$ cat src/rtl/ftq_rmem_pkg.sv
// Shared types for the FTQ redirect-info memory read arbiter.
// Optional write forwarding is enabled by FTQ_RMEM_BYPASS_EN.
package ftq_rmem_pkg;

  localparam int AW     = 6;
  localparam int DATA_W = 84;
  localparam int N_ENT  = 1 << AW;
  localparam int OWN_W  = 4;

  localparam int TOP_LSB  = 0;
  localparam int NOS_LSB  = 50;
  localparam int TOSR_LSB = 56;
  localparam int TOSW_LSB = 62;
  localparam int SCTR_LSB = 68;
  localparam int SSP_LSB  = 71;
  localparam int HIST_LSB = 75;

  typedef struct packed {
    logic [8:0]  hist_ptr;
    logic [3:0]  ssp;
    logic [2:0]  sctr;
    logic [5:0]  tosw;
    logic [5:0]  tosr;
    logic [5:0]  nos;
    logic [49:0] top_addr;
  } rentry_t;

  typedef struct packed {
    logic             valid;
    logic [OWN_W-1:0] owner;
    logic [AW-1:0]    addr;
  } pmap_t;

endpackage

$ cat src/rtl/ftq_redirect_mem_arb_if.sv
// Requester, write and memory-side bundle of the redirect-memory
// arbiter; slave is the arbiter, master is its environment.
interface ftq_redirect_mem_arb_if
  import ftq_rmem_pkg::*;
#(
  parameter int N_REQ = 4,
  parameter int N_RP  = 2
) ();

  logic [N_REQ-1:0]        req_valid;
  logic [N_REQ*AW-1:0]     req_addr;
  logic [N_REQ-1:0]        req_ready;
  logic [N_REQ-1:0]        rsp_valid;
  logic [N_REQ*DATA_W-1:0] rsp_data;
  logic [N_REQ-1:0]        rsp_hit;
  logic                    wr_valid;
  logic [AW-1:0]           wr_addr;
  logic [DATA_W-1:0]       wr_data;
  logic                    clear;
  logic [N_RP-1:0]         mem_ren;
  logic [N_RP*AW-1:0]      mem_raddr;
  logic [N_RP*DATA_W-1:0]  mem_rdata;
  logic                    mem_wen;
  logic [AW-1:0]           mem_waddr;
  logic [DATA_W-1:0]       mem_wdata;

  modport slave (
    input  req_valid, req_addr,
    input  wr_valid, wr_addr, wr_data,
    input  clear, mem_rdata,
    output req_ready, rsp_valid,
    output rsp_data, rsp_hit,
    output mem_ren, mem_raddr,
    output mem_wen, mem_waddr, mem_wdata
  );

  modport master (
    output req_valid, req_addr,
    output wr_valid, wr_addr, wr_data,
    output clear, mem_rdata,
    input  req_ready, rsp_valid,
    input  rsp_data, rsp_hit,
    input  mem_ren, mem_raddr,
    input  mem_wen, mem_waddr, mem_wdata
  );

endinterface

$ cat src/rtl/ftq_rmem_rr_grant.sv
// Round-robin picker: up to K one-hot grants out of N requests,
// searched in wrap-around order starting at ptr_i.
module ftq_rmem_rr_grant #(
  parameter int N  = 3,
  parameter int K  = 2,
  parameter int PW = (N > 1) ? $clog2(N) : 1
) (
  input  logic [N-1:0]        req_i,
  input  logic [PW-1:0]       ptr_i,
  output logic [K-1:0][N-1:0] gnt_o
);

  logic [N-1:0]   mask;
  logic [N-1:0]   rot;
  logic [N-1:0]   low;
  logic [2*N-1:0] dbl;

  always_comb begin
    mask  = req_i;
    gnt_o = '0;
    rot   = '0;
    low   = '0;
    dbl   = '0;
    for (int k = 0; k < K; k++) begin
      // rotate so ptr is bit 0, isolate lowest, rotate back
      dbl      = {mask, mask} >> ptr_i;
      rot      = dbl[N-1:0];
      low      = rot & (~rot + 1'b1);
      dbl      = {low, low} << ptr_i;
      gnt_o[k] = dbl[2*N-1:N];
      mask     = mask & ~gnt_o[k];
    end
  end

endmodule

$ cat src/rtl/ftq_redirect_mem_arb.sv
// FTQ redirect-info memory read arbiter and written-entry tracker.
// Define FTQ_RMEM_BYPASS_EN to forward writes into read responses.
module ftq_redirect_mem_arb
  import ftq_rmem_pkg::*;
#(
  parameter int N_REQ = 4,
  parameter int N_RP  = 2
) (
  input logic clock,
  input logic reset,
  ftq_redirect_mem_arb_if.slave bus
);

  localparam int NR = N_REQ - 1;
  localparam int PW = (NR > 1) ? $clog2(NR) : 1;

  pmap_t [N_RP-1:0]             pm_d, pm_q;
  logic [N_ENT-1:0]             bm_d, bm_q;
  logic [OWN_W-1:0]             rr_d, rr_q;
  logic [PW-1:0]                ptr;
  logic [N_RP-1:0][NR-1:0]      pick;
  logic [N_RP:0][NR-1:0]        pick_ext;
  logic [NR-1:0]                sel;
  logic [N_RP-1:0][DATA_W-1:0]  rd;
  logic [N_RP-1:0]              hit;

  assign ptr = PW'(rr_q - OWN_W'(1));

  ftq_rmem_rr_grant #(
    .N (NR),
    .K (N_RP),
    .PW(PW)
  ) u_grant (
    .req_i(bus.req_valid[N_REQ-1:1]),
    .ptr_i(ptr),
    .gnt_o(pick)
  );

  assign bus.mem_wen   = bus.wr_valid;
  assign bus.mem_waddr = bus.wr_addr;
  assign bus.mem_wdata = bus.wr_data;

  always_comb begin
    pick_ext      = {pick, {NR{1'b0}}};
    pm_d          = '0;
    sel           = '0;
    rr_d          = rr_q;
    bus.req_ready = '0;
    bus.mem_ren   = '0;
    bus.mem_raddr = '0;
    for (int p = 0; p < N_RP; p++) begin
      if (p == 0 && bus.req_valid[0]) begin
        pm_d[p].valid    = 1'b1;
        pm_d[p].owner    = '0;
        pm_d[p].addr     = bus.req_addr[0 +: AW];
        bus.req_ready[0] = 1'b1;
      end else begin
        // port 0 is taken by req 0, so picks shift up one port
        sel = bus.req_valid[0] ? pick_ext[p]
                               : pick_ext[p+1];
        for (int i = 0; i < NR; i++) begin
          if (sel[i]) begin
            pm_d[p].valid      = 1'b1;
            pm_d[p].owner      = OWN_W'(i + 1);
            pm_d[p].addr       = bus.req_addr[(i+1)*AW +: AW];
            bus.req_ready[i+1] = 1'b1;
            rr_d = (i + 1 == NR) ? OWN_W'(1)
                                 : OWN_W'(i + 2);
          end
        end
      end
      bus.mem_ren[p]            = pm_d[p].valid;
      bus.mem_raddr[p*AW +: AW] = pm_d[p].addr;
    end
  end

  always_comb begin
    bm_d = bus.clear ? '0 : bm_q;
    if (bus.wr_valid) bm_d[bus.wr_addr] = 1'b1;
  end

  always_ff @(posedge clock or negedge reset) begin
    if (!reset) begin
      pm_q <= '0;
      bm_q <= '0;
      rr_q <= OWN_W'(1);
    end else begin
      pm_q <= pm_d;
      bm_q <= bm_d;
      rr_q <= rr_d;
    end
  end

`ifdef FTQ_RMEM_BYPASS_EN
  logic [N_RP-1:0]             cap_vld_d, cap_vld_q;
  logic [N_RP-1:0][DATA_W-1:0] cap_dat_d, cap_dat_q;

  always_comb begin
    cap_vld_d = '0;
    cap_dat_d = '0;
    for (int p = 0; p < N_RP; p++) begin
      cap_vld_d[p] = pm_d[p].valid && bus.wr_valid
                     && bus.wr_addr == pm_d[p].addr;
      cap_dat_d[p] = bus.wr_data;
    end
  end

  always_ff @(posedge clock or negedge reset) begin
    if (!reset) begin
      cap_vld_q <= '0;
      cap_dat_q <= '0;
    end else begin
      cap_vld_q <= cap_vld_d;
      cap_dat_q <= cap_dat_d;
    end
  end
`endif

  always_comb begin
    rd            = '0;
    hit           = '0;
    bus.rsp_valid = '0;
    bus.rsp_data  = '0;
    bus.rsp_hit   = '0;
    for (int p = 0; p < N_RP; p++) begin
      rd[p]  = bus.mem_rdata[p*DATA_W +: DATA_W];
      hit[p] = bm_q[pm_q[p].addr];
`ifdef FTQ_RMEM_BYPASS_EN
      if (cap_vld_q[p]) rd[p] = cap_dat_q[p];
      if (bus.wr_valid && bus.wr_addr == pm_q[p].addr) begin
        rd[p]  = bus.wr_data;
        hit[p] = 1'b1;
      end
`endif
      for (int i = 0; i < N_REQ; i++) begin
        if (pm_q[p].valid && pm_q[p].owner == OWN_W'(i)) begin
          bus.rsp_valid[i]               = 1'b1;
          bus.rsp_data[i*DATA_W +: DATA_W] = rd[p];
          bus.rsp_hit[i]                 = hit[p];
        end
      end
    end
  end

endmodule

$ cat src/flat_wrapper.sv
// flat-port wrapper written by rule: the top's interface ports become plain ports
module ftq_redirect_mem_arb_flat import ftq_rmem_pkg::*;
#(
  parameter int N_REQ = 4,
  parameter int N_RP  = 2
)
  (clock, reset, bus_req_valid, bus_req_addr, bus_wr_valid, bus_wr_addr, bus_wr_data, bus_clear, bus_mem_rdata, bus_req_ready, bus_rsp_valid, bus_rsp_data, bus_rsp_hit, bus_mem_ren, bus_mem_raddr, bus_mem_wen, bus_mem_waddr, bus_mem_wdata);
  ftq_redirect_mem_arb_if #(.N_REQ(N_REQ), .N_RP(N_RP)) bus_i ();
  input logic clock;
  input logic reset;
  input wire logic [$bits(bus_i.req_valid)-1:0] bus_req_valid;
  input wire logic [$bits(bus_i.req_addr)-1:0] bus_req_addr;
  input wire logic [$bits(bus_i.wr_valid)-1:0] bus_wr_valid;
  input wire logic [$bits(bus_i.wr_addr)-1:0] bus_wr_addr;
  input wire logic [$bits(bus_i.wr_data)-1:0] bus_wr_data;
  input wire logic [$bits(bus_i.clear)-1:0] bus_clear;
  input wire logic [$bits(bus_i.mem_rdata)-1:0] bus_mem_rdata;
  output wire logic [$bits(bus_i.req_ready)-1:0] bus_req_ready;
  output wire logic [$bits(bus_i.rsp_valid)-1:0] bus_rsp_valid;
  output wire logic [$bits(bus_i.rsp_data)-1:0] bus_rsp_data;
  output wire logic [$bits(bus_i.rsp_hit)-1:0] bus_rsp_hit;
  output wire logic [$bits(bus_i.mem_ren)-1:0] bus_mem_ren;
  output wire logic [$bits(bus_i.mem_raddr)-1:0] bus_mem_raddr;
  output wire logic [$bits(bus_i.mem_wen)-1:0] bus_mem_wen;
  output wire logic [$bits(bus_i.mem_waddr)-1:0] bus_mem_waddr;
  output wire logic [$bits(bus_i.mem_wdata)-1:0] bus_mem_wdata;
  assign bus_i.req_valid = bus_req_valid;
  assign bus_i.req_addr = bus_req_addr;
  assign bus_i.wr_valid = bus_wr_valid;
  assign bus_i.wr_addr = bus_wr_addr;
  assign bus_i.wr_data = bus_wr_data;
  assign bus_i.clear = bus_clear;
  assign bus_i.mem_rdata = bus_mem_rdata;
  assign bus_req_ready = bus_i.req_ready;
  assign bus_rsp_valid = bus_i.rsp_valid;
  assign bus_rsp_data = bus_i.rsp_data;
  assign bus_rsp_hit = bus_i.rsp_hit;
  assign bus_mem_ren = bus_i.mem_ren;
  assign bus_mem_raddr = bus_i.mem_raddr;
  assign bus_mem_wen = bus_i.mem_wen;
  assign bus_mem_waddr = bus_i.mem_waddr;
  assign bus_mem_wdata = bus_i.mem_wdata;
  ftq_redirect_mem_arb #(.N_REQ(N_REQ), .N_RP(N_RP)) u_core (.clock(clock), .reset(reset), .bus(bus_i));
endmodule
$ cat config.mk
export PLATFORM = sky130hd
export DESIGN_NAME = ftq_redirect_mem_arb_flat
export DESIGN_NICKNAME = d
export VERILOG_FILES = /design/src/rtl/ftq_rmem_pkg.sv /design/src/rtl/ftq_redirect_mem_arb_if.sv /design/src/rtl/ftq_rmem_rr_grant.sv /design/src/rtl/ftq_redirect_mem_arb.sv /design/src/flat_wrapper.sv
export SDC_FILE = /design/constraint.sdc
export NUM_CORES = 1
export LEC_CHECK = 0
export ABC_AREA = 1
export CAP_MARGIN = 15
export CORE_AREA = 2 2 291 293
export CTS_BUF_LIST = sky130_fd_sc_hd__clkbuf_4 sky130_fd_sc_hd__clkbuf_8 sky130_fd_sc_hd__clkbuf_16
export DETAILED_ROUTE_END_ITERATION = 12
export DIE_AREA = 0 0 293 295
export GPL_ROUTABILITY_DRIVEN = 0
export HOLD_SLACK_MARGIN = 0.03
export SKIP_LAST_GASP = 1
export SLEW_MARGIN = 10
export SYNTH_ARGS = -nofsm -noshare
export SYNTH_HDL_FRONTEND = slang
export SYNTH_SLANG_ARGS = --single-unit
$ cat constraint.sdc
create_clock -name clock -period 3.3 [get_ports clock]
set_input_delay 0.33 -clock clock [delete_from_list [all_inputs] [get_ports clock]]
set_output_delay 0.33 -clock clock [all_outputs]
set_load 0.01 [all_outputs]
# After elaboration in Yosys (flattened, before gate mapping)

Index checks and enable logic that the tools add are counted.

Logic and storage cells: 102
Input bits: 290
Register bits: 88
Output and inout port bits: 453

Eq/ne operators: 7
Shifts and indexed selects: 4
Reduce and logical (&&, ||, !) cells: 13
Magnitude comparators: 4
Bitwise operators: 7
$add $sub $neg: 3
Multiplexer cells: 56

Operators with widths:

| cell                  | number |
|---|---|
| $mux W84              | 8 |
| $mux W64              | 2 |
| $mux W11              | 7 |
| $or A64 B64 Y64       | 1 |
| $mux W1               | 26 |
| $lt A6 B7 Y1 const B  | 3 |
| $eq A4 B2 Y1 const B  | 4 |
| $mux W2               | 7 |
| $bmux W1 S6           | 2 |
| $shl A6 B2 Y6         | 2 |
| $shr A6 B2 Y3         | 2 |
| $and A3 B3 Y3         | 3 |
| $logic_and A1 B1 Y1   | 9 |
| $mux W3               | 3 |
| $not A3 Y3            | 3 |
| $eq A4 B1 Y1 const B  | 2 |
| $logic_not A4 Y1      | 2 |
| $add A3 B1 Y3 const B | 2 |
| $demux W1 S6          | 1 |
| $ge A6 B1 Y1 const B  | 1 |
| $reduce_bool A6 Y1    | 1 |
| $ne A4 B1 Y1 const B  | 1 |
| $reduce_and A2 Y1     | 1 |
| $sub A2 B1 Y2 const B | 1 |

# Longest topological paths before layout

Gate-level depths: netlist of run 1.

Depth in word-level cells: 17
Gate-level depth with buffers: 23
Gate-level depth less buffers: 22

# Hierarchy

Synthesis of run 1 repeated with hierarchy kept, for this count alone.

Cell total of the unflattened synthesis: 1450
Area, all modules: 9273.9 µm²

Modules (own cells, without submodules):

| module               | cells each | area each (µm²) | instances | seq. area each (µm²) |
|---|---|---|---|---|
| ftq_redirect_mem_arb | 1378       | 8861.0          | 1         | 2103.3 |
| ftq_rmem_rr_grant    | 72         | 412.9           | 1         | 0.0 |

# Worst setup path after synthesis of run 1

No wires, ideal clock.

Kind: flip-flop to output port
From: reg u_core.rr_q[0]
To: out bus_mem_raddr[10]
Stages on the path, launching flop included: 19
Data required time: 2.970 ns
Slack: 0.820 ns
Buffers on the path: 2
Data arrival time: 2.150 ns
Cells stage by stage: dfstp_2 > buf_6 > nand2_1 > nand2_4 > nand2_2 > nand2_4 > inv_2 > nand2_2 > nand2_2 > nand2_2 > nand4_2 > nand3_2 > nand3_1 > a21oi_2 > nand2_2 > o21ai_2 > nand2_1 > nand3_1 > buf_4

RTL lines:

| element                | line                       | RTL |
|---|---|---|
| start, declared        | ftq_redirect_mem_arb.sv:19 | `logic [OWN_W-1:0] rr_d, rr_q;` |
| start signal, assigned | ftq_redirect_mem_arb.sv:90 | `rr_q <= rr_d;` |
| end, declared          | flat_wrapper.sv:23         | `output wire logic [$bits(bus_i.mem_raddr)-1:0] bus_mem_raddr;` |

# Worst setup path after layout of run 1

From: reg u_core.pm_q[0] in the netlist's numbering
To: out bus_rsp_hit[1]

Cells in the longest elaborated chain, start to end: 4

RTL lines:

| element                       | line                        | RTL |
|---|---|---|
| start, declared               | ftq_redirect_mem_arb.sv:17  | `pmap_t [N_RP-1:0] pm_d, pm_q;` |
| start signal, assigned        | ftq_redirect_mem_arb.sv:88  | `pm_q <= pm_d;` |
| $bmux W1 S6                   | ftq_redirect_mem_arb.sv:127 | `hit[p] = bm_q[pm_q[p].addr];` |
| $mux W1 (implied by the code) | ftq_redirect_mem_arb.sv:127 |  |
| $mux W1 (2 in series)         | ftq_redirect_mem_arb.sv:136 | `if (pm_q[p].valid && pm_q[p].owner == OWN_W'(i)) begin` |
| end, declared                 | flat_wrapper.sv:21          | `output wire logic [$bits(bus_i.rsp_hit)-1:0] bus_rsp_hit;` |

No other way between the ends. The select of a mux whose other input is x is not followed.

==> flow_metrics.tcl, run 1 <==
set metrics [dict create \
    antenna_cells 0 \
    drcViolationCount 0 \
    port-buffer-count 574 \
    synth_seq_area_share_pct 23.6 \
    die_h_um 295 \
    clk_latency_ns 0.34 \
    synthArstFlopShare_pct 100 \
    p_per_area_mw_per_mm2 963 \
    start_util_pct 10.7 \
    dr_total_vias 12400 \
    sequentialPowerShare_pct 9.1 \
    min_period_over_period_pct 98.9 \
    place_area_sq_mm 0.0153 \
    ant_nets 0 \
    fillers 9432 \
    p_sw_share_pct 53.2 \
    synth_edf_count 0 \
    clk_path_buf_depth 2 \
    yosys_warnings 0 \
    synthesis.area_sq_mm 0.00890 \
    dieArea_sq_mm 0.0864 \
    slew_violations 0 \
    fmax_ghz 0.306 \
    worst_pin_slew_ns 0.635 \
    tns_ns 0 \
    synth_nets 1665 \
    wl_per_cell_um 25.5 \
    clkTransAtPathRegs_ns 0.06 \
    worst-setup-path-type "flip-flop to primary output" \
    wl_mm 74.1 \
    power_w 0.0152 \
    postLayoutCellArea_sq_mm 0.0158 \
    syn_inst 1375 \
    drtIter0Drc 1103 \
    mostFrequentLayoutCell "clkdlybuf4s50_1" \
    layout_common_cells "519 x clkdlybuf4s50_1, 408 x o22ai_1, 276 x inv_1" \
    setup-violations-final 0 \
    core_region_area_sq_mm 0.0832 \
    rsz0062_at_grt "true" \
    crit_required_ns 2.97 \
    power.leakage_nw 6.35 \
    fin_crit_ns 3.26 \
    num_rows 106 \
    cts_max_level 3 \
    arrival_ns 2.93 \
    status "finished, final reports clean" \
    ios 743 \
    dr.pass1.iters 5 \
    hp-class "input port to asynchronous set/reset pin" \
    yosys_most_used_dff "dfrtp_1" \
    numCtsBuffers 9 \
    cts_tree "yes" \
    intPower_w 0.00709 \
    power_frac_clock_pct 6.7 \
    switchingPower_w 0.00808 \
    grt-ovfl-total 0 \
    drv_cap 0 \
    synth.top_cell.area_share_pct 28.7 \
    grt_pass1_wl_mm 97.6 \
    antenna_found_initial 0 \
    ys_ff_latch 84 \
    combPwrFrac_pct 84.2 \
    grtUsageTotal_pct 16.0 \
    viasPerCell 4.27 \
    die_x_um 293 \
    slew_headroom_pct 57.6 \
    finalHoldViolCount 0 \
    syn_area_per_cell_sq_um 6.47 \
    dp_hpwl_mm 61.2 \
    netlist-cell-type-count 32 \
    root_buffer "clkbuf_16" \
    area_growth_pct 77.1 \
    endpoint_kind "primary output" \
    yosys.area.top_type "o22ai_1" \
    worst_setup_path_start_kind "flip-flop" \
    grt_max_degree 84 \
    netlist_top_cells_area "o22ai_1 29%, dfrtp_1 23%, inv_1 12%, buf_4 8.9%, nand2_1 5.8%" \
    drive_gt1_share_pct 9.88 \
    layout.nets 2107 \
    critPathMaxFanout 38 \
    cts_sinks 84 \
    vdd_drop_max_v 0.000576 \
    grt_pass1_vias 11800 \
    clock_skew_ns 0.00514 \
]
[per-stage QoR]
stage | utilization [%] | hold WS [ns] | instances | setup WS (ns)
3_3_place_gp | 18.4 | 0.363 | 2875 | -0.0496
6_report | 18.9 | 0.511 | 2901 | 0.0365
4_1_cts | 18.9 | 0.540 | 2895 | 0.00519
3_5_place_dp | 18.4 | 0.366 | 2875 | -0.0952
5_1_grt | 18.9 | 0.553 | 2901 | -0.141
2_1_floorplan | - | 0.0344 | 1375 | 0.820
[critical path, cell delays in order (launching register included)]
cell and delay [ns]:
dfrtp_1 0.45, buf_12 0.20, a21oi_1 0.13, o21ai_0 0.09, o21ai_0 0.09, o21ai_0 0.09, o22ai_1 0.27, nor2_1 0.08
o31ai_2 0.30, inv_1 0.14, o22ai_1 0.15, clkdlybuf4s50_1 0.58
[registers in the layout, indices dropped and copies added (netlist names)]
name,cells
u_core.bm_q,64
u_core.pm_q,18
u_core.rr_q,2
[layout make-up]
cell class              count  area [sq um]  share of cell area, %
flip-flops and latches     84          2100                   13.3
multi-input cells         798          4640                   29.5
repair buffers            641          6290                   39.9
well taps                1080          1350                   8.58
inverters                 283          1080                   6.84
clock buffers              11           240                   1.52
clock inverters             4          51.3                  0.326
[path summary, 6_finish.rpt]
path	slack, ns	start	end	cells past startpoint
min in group clock	0.52	bus_clear	u_core.bm_q[60]$_DFF_PN0_	2
max reg2reg	0.71	u_core.rr_q[0]$_DFFE_PN1P_	u_core.rr_q[1]$_DFFE_PN0P_	19
max	0.04	u_core.pm_q[0]$_DFF_PN0_	bus_rsp_hit[1]	11
min	0.51	reset	u_core.pm_q[3]$_DFF_PN0_	2
min reg2reg	0.54	u_core.bm_q[20]$_DFF_PN0_	u_core.bm_q[20]$_DFF_PN0_	2
max in group asynchronous	2.04	reset	u_core.bm_q[12]$_DFF_PN0_	3
[synth_stat cells, drive strengths merged, types with 2 or more instances]
library cell  count
nand2           153
inv             283
o221ai            4
nand3            42
o21ai            81
o2111ai           2
a21oi            40
nor2             24
nand4            14
o22ai           408
a221oi           15
nor3             12
buf             138
clkbuf           72
dfrtp            83
[cells by family after synthesis]
group	Yosys count	share of synthesized area (%)
AOI/OAI and AO/OA	553	37.9
buffers and inverters	493	25.5
and+or+nand+nor	245	12.9
DFF	84	23.6
[per-layer routing]
| metal | GRT usage (%) | routed length (um) | part of all wire, % | vias to the layer above |
|---|---|---|---|---|
| met5 | 1.05 | 126 | 0.17 | - |
| met4 | 3.85 | 1820 | 2.4 | 2 |
| met3 | 8.25 | 10500 | 14 | 64 |
| met2 | 25.8 | 33600 | 45 | 814 |
| met1 | 18.7 | 28100 | 38 | 5855 |
| li1 | - | - | - | 5656 |
[power by group through the flow]
stage	Combinational (W)	Sequential (W)	Clock, W
CTS	0.0129	0.00137	0.00104
finish	0.0128	0.00138	0.00102
global route	0.0136	0.00139	0.00107
global placement	0.0128	0.00138	0
detailed placement	0.0128	0.00138	0
floorplan	0.00536	0.00125	0
[what timing repair did]
item	in CTS	in global routing
resized for setup	16	33
endpoints found under the setup margin	13	22
pin swaps	2	3
endpoints found under the hold margin	40	0
hold buffers	1	0
setup buffers	4	5
(Power assumes the default switching activity.)
==> run 2, diff against run 1 <==
--- a/config.mk
+++ b/config.mk
@@ -9,6 +9,7 @@
 export CAP_MARGIN = 15
 export CORE_AREA = 2 2 291 293
 export CTS_BUF_LIST = sky130_fd_sc_hd__clkbuf_4 sky130_fd_sc_hd__clkbuf_8 sky130_fd_sc_hd__clkbuf_16
+export CTS_CLUSTER_SIZE = 10
 export DETAILED_ROUTE_END_ITERATION = 12
 export DIE_AREA = 0 0 293 295
 export GPL_ROUTABILITY_DRIVEN = 0
==> constraint.sdc (replaced) <==
create_clock -name clock -period 3.3 [get_ports clock]
set_input_delay 0.33 -clock clock [delete_from_list [all_inputs] [get_ports clock]]
set_output_delay 0.33 -clock clock [all_outputs]
set_load 0.05 [all_outputs]
==> run 2 against run 1 <==
  * Sequential power up 4%
  * First-iteration DRC count shrank 11%
  * Final cell count shrank 0.48%
  * Utilization rose by 0.40 points
  * Critical path type unchanged
  * Via count grew 1.6%
  * Flip-flop and latch count stayed put
  * Highest routed layer unchanged
  * Combinational power up 54%
  * Design area grew 2.1%
==> flow_metrics.tcl, run 2 (synthesis results as in run 1) <==
set metrics [dict create \
    antenna_found_initial 3 \
    dr_total_vias 12600 \
    mostFrequentLayoutCell "o22ai_1" \
    viasPerCell 4.36 \
    p_per_area_mw_per_mm2 1370 \
    drv_cap 0 \
    finalHoldViolCount 0 \
    power.leakage_nw 6.79 \
    dp_hpwl_mm 61.9 \
    ios 743 \
    numCtsBuffers 9 \
    worst-setup-path-type "flip-flop to primary output" \
    grtUsageTotal_pct 16.1 \
    reg_top3 "u_core.bm_q (64), u_core.pm_q (18), u_core.rr_q (2)" \
    start_util_pct 10.7 \
    clk_path_buf_depth 2 \
    drive_gt1_share_pct 15.7 \
    fin_crit_ns 3.23 \
    num_rows 106 \
    wl_mm 75.0 \
    startpoint "u_core.pm_q[7]$_DFF_PN0_" \
    worst_setup_path_start_kind "flip-flop" \
    arrival_ns 2.90 \
    drtIter0Drc 983 \
    endpoint_kind "primary output" \
    rr_startpoint "u_core.rr_q[0]$_DFFE_PN1P_" \
    top_register "u_core.bm_q" \
    critPathMaxFanout 31 \
    rsz0062_at_grt "true" \
    dieArea_sq_mm 0.0864 \
    min_period_over_period_pct 97.8 \
    clock_skew_ns 0.00145 \
    dr.pass1.iters 5 \
    clk_latency_ns 0.34 \
    status "finished, final reports clean" \
    root_buffer "clkbuf_16" \
    grt_max_degree 85 \
    setup-violations-final 0 \
    crit_required_ns 2.97 \
    port-buffer-count 574 \
    grt_pass1_vias 11800 \
    grt_pass1_wl_mm 98.0 \
    reg2reg_slack_ns 0.68 \
    hp-class "input port to asynchronous set/reset pin" \
    fmax_ghz 0.310 \
    wl_per_cell_um 26.0 \
    largest_register_ffs 64 \
    area_growth_pct 80.8 \
    drcViolationCount 0 \
    core_region_area_sq_mm 0.0832 \
    vdd_drop_max_v 0.000810 \
    ant_nets 0 \
    die_h_um 295 \
    cts_tree "yes" \
    worst_pin_slew_ns 0.771 \
    clkTransAtPathRegs_ns 0.06 \
    layout.nets 2092 \
    slew_violations 0 \
    cts_max_level 3 \
    layout_common_cells "408 x o22ai_1, 404 x clkdlybuf4s50_1, 276 x inv_1" \
    final_util_pct 19.4 \
    slew_headroom_pct 48.6 \
    grt-ovfl-total 0 \
    die_x_um 293 \
    cts_sinks 84 \
    tns_ns 0 \
]
-- run 2: changes by cell type in the layout (fill, tap and decap cells not counted), moves of 3 or more --
cell	before	now
clkbuf_2	9	0
buf_4	90	147
nand3_1	28	22
nand2_4	11	14
buf_12	13	59
dlymetal6s2s_1	8	12
clkdlybuf4s50_1	519	404
clkbuf_8	0	3
nand3_2	10	14
-- run 2: cell type report --
class	count	area, sq um
fill	9392	67100
multi-input combinational	798	4720
tap	1080	1350
sequential	84	2110
timing repair buffer	626	6550
inverter	283	1080
antenna	2	5.00
clock inverter	1	7.51
clock buffer	13	274
-- run 2: metal layers --
metal,track usage [%],wire [um]
met5,2.44,307
met4,3.39,1610
met3,9.03,10500
met2,25.9,34400
met1,18.3,28100
-- run 2: worst paths after layout --
| path | endpoint | depth (start not counted) |
|---|---|---|
| min in group clock | u_core.bm_q[16]$_DFF_PN0_ | 2 |
| min | u_core.bm_q[13]$_DFF_PN0_ | 2 |
| max in group asynchronous | u_core.rr_q[0]$_DFFE_PN1P_ | 3 |
| max | bus_rsp_data[108] | 5 |
| min reg2reg | u_core.bm_q[16]$_DFF_PN0_ | 2 |
| max reg2reg | u_core.pm_q[15]$_DFF_PN0_ | 19 |
-- run 2: where the power goes --
group	switching (W)	internal [W]
clock	0.000404	0.000572
sequential	0.000256	0.00117
combinational	0.0138	0.00586
total	0.0145	0.00761
-- run 2: critical path, cell delays in order (launching register included) --
cell	delay, ns
dfrtp_1	0.39
nor3_1	0.40
nand2_4	0.37
buf_12	0.32
o22ai_1	0.16
clkdlybuf4s50_1	0.84
-- run 2: per-stage QoR --
step	hold slack [ns]	area [sq um]	setup WS, ns	instances	total power [W]
after global routing	0.555	16100	-0.0538	2887	0.0230
final	0.521	16100	0.0717	2887	0.0221
after floorplan	0.0344	8900	0.638	1375	0.0129
after CTS	0.243	15800	0.0252	2874	0.0219
after detailed placement	0.537	15500	0.148	2858	0.0209
after global placement	0.530	15500	0.192	2858	0.0209
-- run 2: timing repair --
action                                 in CTS  in global routing
gates resized for setup                     2                 40
setup endpoints to repair                   8                 53
endpoints found under the hold margin       0                 36
pin swaps                                   0                 12
buffers inserted                            2                  8
hold buffers                                0                  1
